--- src/rtl/bios_watchdog.sv ---
// BIOS boot watchdog: LPC-armed down-counter that requests a platform
// reset and flips the BIOS image select when BIOS stops kicking it.
module bios_watchdog #(
   parameter int TICK_DIV     = 33000,
   parameter int TIMEOUT_UNIT = 1024,
   parameter int RST_PULSE    = 16,
   parameter int CNT_W        = 15
) (
   input  logic             LpcClock,
   input  logic             PciReset,
   input  logic             WriteBiosWD,
   input  logic [7:0]       DataWr,
   output logic             WdEnabled,
   output logic             WdExpired,
   output logic             ResetReq,
   output logic             BiosSwap,
   output logic [1:0]       ExpireCnt,
   output logic [CNT_W-1:0] RemainTicks
);

   localparam int PW = $clog2(TICK_DIV);
   localparam int RW = (RST_PULSE > 1) ? $clog2(RST_PULSE) : 1;

   typedef enum logic [1:0] {
      IDLE,
      ARMED,
      EXPIRED
   } state_e;

   state_e           state_q, state_d;
   logic [PW-1:0]    presc_q, presc_d;
   logic [CNT_W-1:0] remain_q, remain_d;
   logic             expired_q, expired_d;
   logic             swap_q, swap_d;
   logic [1:0]       xcnt_q, xcnt_d;
   logic             rreq_q, rreq_d;
   logic [RW-1:0]    rcnt_q, rcnt_d;

   logic             wr_enable;
   logic             wr_clear;
   logic [3:0]       wr_sel;
   logic [CNT_W-1:0] reload;
   logic             tick;
   logic             expire;
   logic             unused_rsvd;

   assign wr_enable   = DataWr[7];
   assign wr_clear    = DataWr[6];
   assign wr_sel      = DataWr[3:0];
   assign unused_rsvd = ^DataWr[5:4];

   assign reload = CNT_W'((32'(wr_sel) + 32'd1) * 32'(TIMEOUT_UNIT));

   assign tick = (state_q == ARMED) &&
                 (presc_q == PW'(TICK_DIV - 1));

   // A write in the final tick cycle reloads instead of expiring
   assign expire = tick && !WriteBiosWD &&
                   (remain_q == CNT_W'(1));

   always_comb begin
      state_d   = state_q;
      presc_d   = presc_q;
      remain_d  = remain_q;
      expired_d = expired_q;
      swap_d    = swap_q;
      xcnt_d    = xcnt_q;
      if (WriteBiosWD) begin
         if (!wr_enable) begin
            state_d  = IDLE;
            remain_d = '0;
            presc_d  = '0;
            if (wr_clear) expired_d = 1'b0;
         end else if (state_q != EXPIRED || wr_clear) begin
            state_d  = ARMED;
            remain_d = reload;
            presc_d  = '0;
            if (wr_clear) expired_d = 1'b0;
         end
      end else if (state_q == ARMED) begin
         if (tick) begin
            presc_d = '0;
            if (expire) begin
               state_d   = EXPIRED;
               remain_d  = '0;
               expired_d = 1'b1;
               swap_d    = ~swap_q;
               if (xcnt_q != 2'd3) xcnt_d = xcnt_q + 2'd1;
            end else if (remain_q != '0) begin
               remain_d = remain_q - CNT_W'(1);
            end
         end else begin
            presc_d = presc_q + PW'(1);
         end
      end
   end

   // Pulse timer runs on its own once started; writes do not touch it
   always_comb begin
      rreq_d = rreq_q;
      rcnt_d = rcnt_q;
      if (expire) begin
         rreq_d = 1'b1;
         rcnt_d = RW'(RST_PULSE - 1);
      end else if (rreq_q) begin
         if (rcnt_q == '0) rreq_d = 1'b0;
         else rcnt_d = rcnt_q - RW'(1);
      end
   end

   always_ff @(posedge LpcClock) begin
      if (PciReset) begin
         state_q   <= IDLE;
         presc_q   <= '0;
         remain_q  <= '0;
         expired_q <= 1'b0;
         swap_q    <= 1'b0;
         xcnt_q    <= 2'd0;
         rreq_q    <= 1'b0;
         rcnt_q    <= '0;
      end else begin
         state_q   <= state_d;
         presc_q   <= presc_d;
         remain_q  <= remain_d;
         expired_q <= expired_d;
         swap_q    <= swap_d;
         xcnt_q    <= xcnt_d;
         rreq_q    <= rreq_d;
         rcnt_q    <= rcnt_d;
      end
   end

   assign WdEnabled   = (state_q != IDLE);
   assign WdExpired   = expired_q;
   assign ResetReq    = rreq_q;
   assign BiosSwap    = swap_q;
   assign ExpireCnt   = xcnt_q;
   assign RemainTicks = remain_q;

endmodule

--- config.mk ---
export PLATFORM = sky130hd
export DESIGN_NAME = bios_watchdog
export DESIGN_NICKNAME = d
export VERILOG_FILES = /design/src/rtl/bios_watchdog.sv
export SDC_FILE = /design/constraint.sdc
export NUM_CORES = 1
export LEC_CHECK = 0
export CORE_MARGIN = 2
export CORE_UTILIZATION = 40
export DETAILED_ROUTE_END_ITERATION = 8
export SLEW_MARGIN = 20
export SYNTH_ARGS = -nofsm -noshare
export SYNTH_HDL_FRONTEND = slang
export SYNTH_SLANG_ARGS = --single-unit
--- constraint.sdc ---
create_clock -name LpcClock -period 3.01 [get_ports LpcClock]
set_clock_uncertainty 0.15 [all_clocks]
set_input_delay 0.7525 -clock LpcClock [delete_from_list [all_inputs] [get_ports LpcClock]]
set_output_delay 0.7525 -clock LpcClock [all_outputs]
set_load 0.05 [all_outputs]
==> results.cfg, run 1 <==
[clock_network]
root_buffer = clkbuf_8
clk_pin_slew_worst_paths_ns = 0.08
postCtsSetupBuffers = 0
cts.sinks = 42
cts_made_buffers = 5
clock_path_buffers = 2
postCtsHoldBufs = 0
insertion_delay_ns = 0.29
ctsResizeCount = 0
cts_tree = done
htreeDepth = 2

[logic_synthesis]
seq_area_frac_synth = 0.337
synth_most_common_cell = dfxtp_1
async_flop_share = 0
synth_fa_ha_area_frac = 0.0301
synthSimpleGateAreaFrac = 0.350
synthFlopType = dfxtp_1
synth_cell_types = 55
yosysWarnings = 0
synth_area_leader_cell = dfxtp_1
syn_inst = 296
synth_compound_area_frac = 0.182
synth-edff-count = 0
synthesis.nets = 313
synth-xor-area-share = 0.0667
synth_top_family_by_area = simple AND/OR/NAND/NOR gates
yosysTopAreaCellShare = 0.337
synth.cell_area_mm2 = 0.00249
muxShareOfSynthArea = 0.00452
ys_seq_elements = 42
synth_commonest_cells = 42 x dfxtp_1, 28 x nor2_1, 24 x a21oi_1
syn_area_per_cell_um2 = 8.42
ys_top_cells_by_area = dfxtp_1 34%, a21oi_1 4.8%, nor2_1 4.2%, xnor2_1 3.5%, nand2_1 3.3%

[power]
switching_share = 0.274
power_density_mw_per_mm2 = 397
p_leak_nw = 1.12
p_clk_frac = 0.372
p_total_mw = 1.23
power.internal_mw = 0.891
combPwrFrac = 0.159
irDropWorstVdd_v = 0.000182
power_frac_seq = 0.469
p_switching_mw = 0.336

[floorplanning]
die_w_um = 83.0
start_util = 0.419
die-area_mm2 = 0.00688
num_rows = 28
ios = 32
die_y_um = 83.0
coreArea_mm2 = 0.00596

[sta]
slew-limit-headroom = 0.561
grt_setup_unrepaired = no
maxSlewViolCount = 0
setup_violations = 0
finalSetupTns_ns = 0
min_period_ns = 2.65
fin_crit_sh = 0.881
worstMarginPinSlew_ns = 0.653
hold_viol_final = 0
clock.fmax_mhz = 377
fin_hold_ws_ns = 0.309
layout_setup_ws_ns = 0.358

[critical_path]
crit_path_end_kind = register
cp-start-kind = input port
cpMaxStageDelayCell = clkdlybuf4s50_1
worst-r2r-cell-count = 6
worstPathMaxFanout = 5
rr_startpoint = presc_q[0]
arrival_ns = 2.73
path_cells = clkdlybuf4s50_1, nor4b_1, and4_1, nand3_1, or3b_1, a21oi_1
crit_start = WriteBiosWD
reg2reg_setup_slack_ns = 0.51
path_class = input port to register
cp_slowest_stage_delay_ns = 0.52
critPathRequiredTime_ns = 3.08

[drt]
wl_per_cell_um = 15.6
detail-route-antenna-nets = 0
drt_iter0_drc = 160
routed_via_density = 5.77
route.detailed.drc = 0
vias = 2394
first_pass_iters = 7
finalWirelength_um = 6470

[layout]
fin_area_mm2 = 0.00309
final_nets = 356
layout-drive-gt1-share = 0.124
n_antenna_cell = 0
utilization = 0.518
stdcell_count = 415
area_delta_synth_final_pct = 23.8

[place]
placed_area_mm2 = 0.00297
dp.cells = 407
gp_congestion = 0.835
hpwlAfterDp_um = 4650
place_ws_ns = -0.0263
port_buffers = 29

[grt]
grt_max_degree = 19
antenna_found_initial = 0
grt_pass1_wl_um = 11300
grt_overflow_total = 0
track_usage = 0.195
grt_pass1_vias = 2274

[min_path]
min_path_type = register to register
min-delay-start = WdExpired
hold_depth = 2

[status]
status = finished clean

[job]
maxCapViolCount = 0
==> routing by layer <==
metal / wire [um] / up-vias / track usage
li1: - / 1206 / -
met1: 3210 / 1119 / 0.276
met2: 2910 / 67 / 0.306
met3: 319 / 2 / 0.0278
met4: 27 / 0 / 0.0611
met5: 0 / - / 0
==> power by group through the flow <==
stage	Clock, mW	Combinational, mW	Sequential, mW
4_1_cts	0.475	0.194	0.575
3_3_place_gp	0	0.192	0.588
3_5_place_dp	0	0.193	0.588
6_report	0.456	0.195	0.575
5_1_grt	0.493	0.213	0.577
2_1_floorplan	0	0.114	0.603
==> path summary, 6_finish.rpt <==
check	end
min	WdExpired
min reg2reg	WdExpired
max reg2reg	RemainTicks[13]
max	ExpireCnt[1]
==> flip-flops by register name, summed over array words and instances (netlist names) <==
signal	cells
presc_q	16
RemainTicks	15
rcnt_q	4
ExpireCnt	2
state_q	2
BiosSwap	1
ResetReq	1
WdExpired	1
==> final cells by class <==
class / count / area, um2
clock buffer: 6 / 72.6
fill: 625 / 2870
inverter: 7 / 26.3
tap: 75 / 93.8
multi-input combinational: 235 / 1580
sequential: 42 / 841
timing repair buffer: 48 / 433
clock inverter: 2 / 37.5
==> placed cells by master, fill, tap and decap left out, types with 5 or more instances in the layout <==
| cell type | instances |
|---|---|
| a21oi_1 | 24 |
| a311oi_1 | 5 |
| and3_1 | 5 |
| or3_1 | 8 |
| clkdlybuf4s50_1 | 29 |
| inv_1 | 7 |
| nor2_1 | 28 |
| nand3_1 | 14 |
| nor4_1 | 6 |
| xnor2_1 | 10 |
| ha_1 | 6 |
| nand4_1 | 13 |
| or4_1 | 5 |
| dfxtp_1 | 42 |
| nand2_1 | 22 |
| nand2b_1 | 5 |
| buf_4 | 19 |
| clkbuf_8 | 5 |
| o21ai_0 | 6 |
| a31oi_1 | 5 |
| xor2_1 | 9 |
==> worst max-delay path: cells and delay by family <==
kind	cells	cell delay, ns
AO/OA/AOI/OAI	1	0.15
buffers and inverters	1	0.52
AND/OR/NAND/NOR	4	1.31
==> kinds of logic after synthesis <==
logic type,after synthesis
multiplexers,1
AND/OR/NAND/NOR,143
XOR/XNOR,19
adder cells (fa/ha/maj),6
flip-flops,42
AO/OA/AOI/OAI,66
buffers and inverters,19
Power figures use the tool's default switching activity.
==> run 2: changes to the inputs <==
--- a/config.mk
+++ b/config.mk
@@ -8,7 +8,7 @@
 export CORE_MARGIN = 2
 export CORE_UTILIZATION = 40
 export DETAILED_ROUTE_END_ITERATION = 8
-export SLEW_MARGIN = 20
+export SLEW_MARGIN = 40
 export SYNTH_ARGS = -nofsm -noshare
 export SYNTH_HDL_FRONTEND = slang
 export SYNTH_SLANG_ARGS = --single-unit
==> run 2 against run 1 <==
  * Routed wire length grew 1.2%
  * Via count is 0.21% lower
  * Fmax is 1.3% lower
  * Non-clock buffer count is the same
  * Count of clock-buffer cells in the layout up 1
  * Total power is 5.7% lower
  * Register-to-register slack got worse by 0.02 ns
  * Clock power is 15% lower
  * Setup slack got worse by 0.034 ns
  * Critical path depth stayed put
  * Sequential power barely moved
  * Critical endpoint is now presc_q[15]
  * Largest power group unchanged
  * Highest routed layer unchanged
==> results.cfg, run 2 (same netlist as run 1, synthesis figures left out) <==
[clock_network]
cts.sinks = 42
cts_made_buffers = 5
root_buffer = clkbuf_8
htreeDepth = 2
clk_pin_slew_worst_paths_ns = 0.08
cts_tree = done
postCtsHoldBufs = 0
ctsResizeCount = 0
clock_path_buffers = 2
postCtsSetupBuffers = 0
insertion_delay_ns = 0.29

[grt]
grt_pass1_wl_um = 11300
track_usage = 0.194
grt_max_degree = 19
grt_pass1_vias = 2229
antenna_found_initial = 0
grt_overflow_total = 0

[sta]
hold_viol_final = 0
worstMarginPinSlew_ns = 0.641
setup_violations = 0
slew-limit-headroom = 0.569
grt_setup_unrepaired = no
fin_crit_sh = 0.892
fin_hold_ws_ns = 0.308
clock.fmax_mhz = 372
min_period_ns = 2.69
maxSlewViolCount = 0
finalSetupTns_ns = 0

[critical_path]
cpMaxStageDelayCell = clkdlybuf4s50_1
arrival_ns = 2.76
path_class = input port to register
critPathRequiredTime_ns = 3.09
cp_slowest_stage_delay_ns = 0.61
path_cells = clkdlybuf4s50_1, inv_1, o21a_1, or3_1, or4_1, a21oi_1
worstPathMaxFanout = 5
crit_path_end_kind = register
cp-start-kind = input port

[place]
hpwlAfterDp_um = 4680
dp.cells = 407
port_buffers = 29
placed_area_mm2 = 0.00298
gp_congestion = 0.835

[layout]
layout_commonest_cell = dfxtp_1
utilization = 0.515
layout_common_cells = 42 x dfxtp_1, 29 x clkdlybuf4s50_1, 28 x nor2_1, 24 x a21oi_1, 22 x nand2_1
stdcell_count = 415
final_nets = 356
largest_register_ff_count = 16
fin_area_mm2 = 0.00307
layout-drive-gt1-share = 0.124
area_delta_synth_final_pct = 23.0
top_register = presc_q
n_antenna_cell = 0

[floorplanning]
die-area_mm2 = 0.00688
start_util = 0.419
die_w_um = 83.0
coreArea_mm2 = 0.00596
num_rows = 28
die_y_um = 83.0
ios = 32

[drt]
first_pass_iters = 4
detail-route-antenna-nets = 0
wl_per_cell_um = 15.8
drt_iter0_drc = 163
route.detailed.drc = 0
finalWirelength_um = 6550
routed_via_density = 5.76
vias = 2389

[power]
combPwrFrac = 0.169
irDropWorstVdd_v = 0.000198
p_leak_nw = 1.12
switching_share = 0.284
p_switching_mw = 0.328
power_density_mw_per_mm2 = 377
p_clk_frac = 0.333
power_frac_seq = 0.498
power.internal_mw = 0.829

[status]
status = finished clean

[min_path]
min_path_type = register to register

[job]
maxCapViolCount = 0
## run 2: layout make-up
type                    count  area, um2
clock buffers               7       86.3
clock inverters             1       5.00
fillers                   610       2890
inverters                   7       26.3
multi-input cells         235       1580
flip-flops and latches     42        841
well taps                  75       93.8
repair buffers             48        433
## run 2: worst paths after layout
kind | startpoint | to | slack [ns] | cells past startpoint
worst max-delay path | WriteBiosWD | presc_q[15] | 0.32 | 6
worst min-delay path | WdExpired | WdExpired | 0.31 | 2
worst max register to register | presc_q[0] | RemainTicks[13] | 0.49 | 6
worst min register to register | WdExpired | WdExpired | 0.31 | 2
## run 2: layer usage
| metal | GRT usage | wire (um) |
|---|---|---|
| met4 | 0.0432 | 32 |
| met1 | 0.271 | 3180 |
| met5 | 0 | 0 |
| met3 | 0.0378 | 316 |
| met2 | 0.309 | 3010 |
## run 2: metrics by stage
stage | worst slack [ns] | power, mW
after floorplan | 0.408 | 0.716
after global placement | -0.0727 | 0.781
after detailed placement | 0.0610 | 0.781
after CTS | 0.344 | 1.17
after global routing | 0.200 | 1.21
final | 0.324 | 1.16
## run 2: power by group through the flow
| stage | registers, mW | logic [mW] | clock network [mW] |
|---|---|---|---|
| global route | 0.577 | 0.212 | 0.423 |
| finish | 0.576 | 0.195 | 0.386 |
| global placement | 0.588 | 0.192 | 0 |
| floorplan | 0.603 | 0.114 | 0 |
| detailed placement | 0.588 | 0.193 | 0 |
| CTS | 0.575 | 0.194 | 0.402 |
## run 2: worst max-delay path, delay by kind of cell
family	cells	cell delay (ns)
simple gates	2	0.97
buf+inv	2	0.70
compound gates	2	0.34
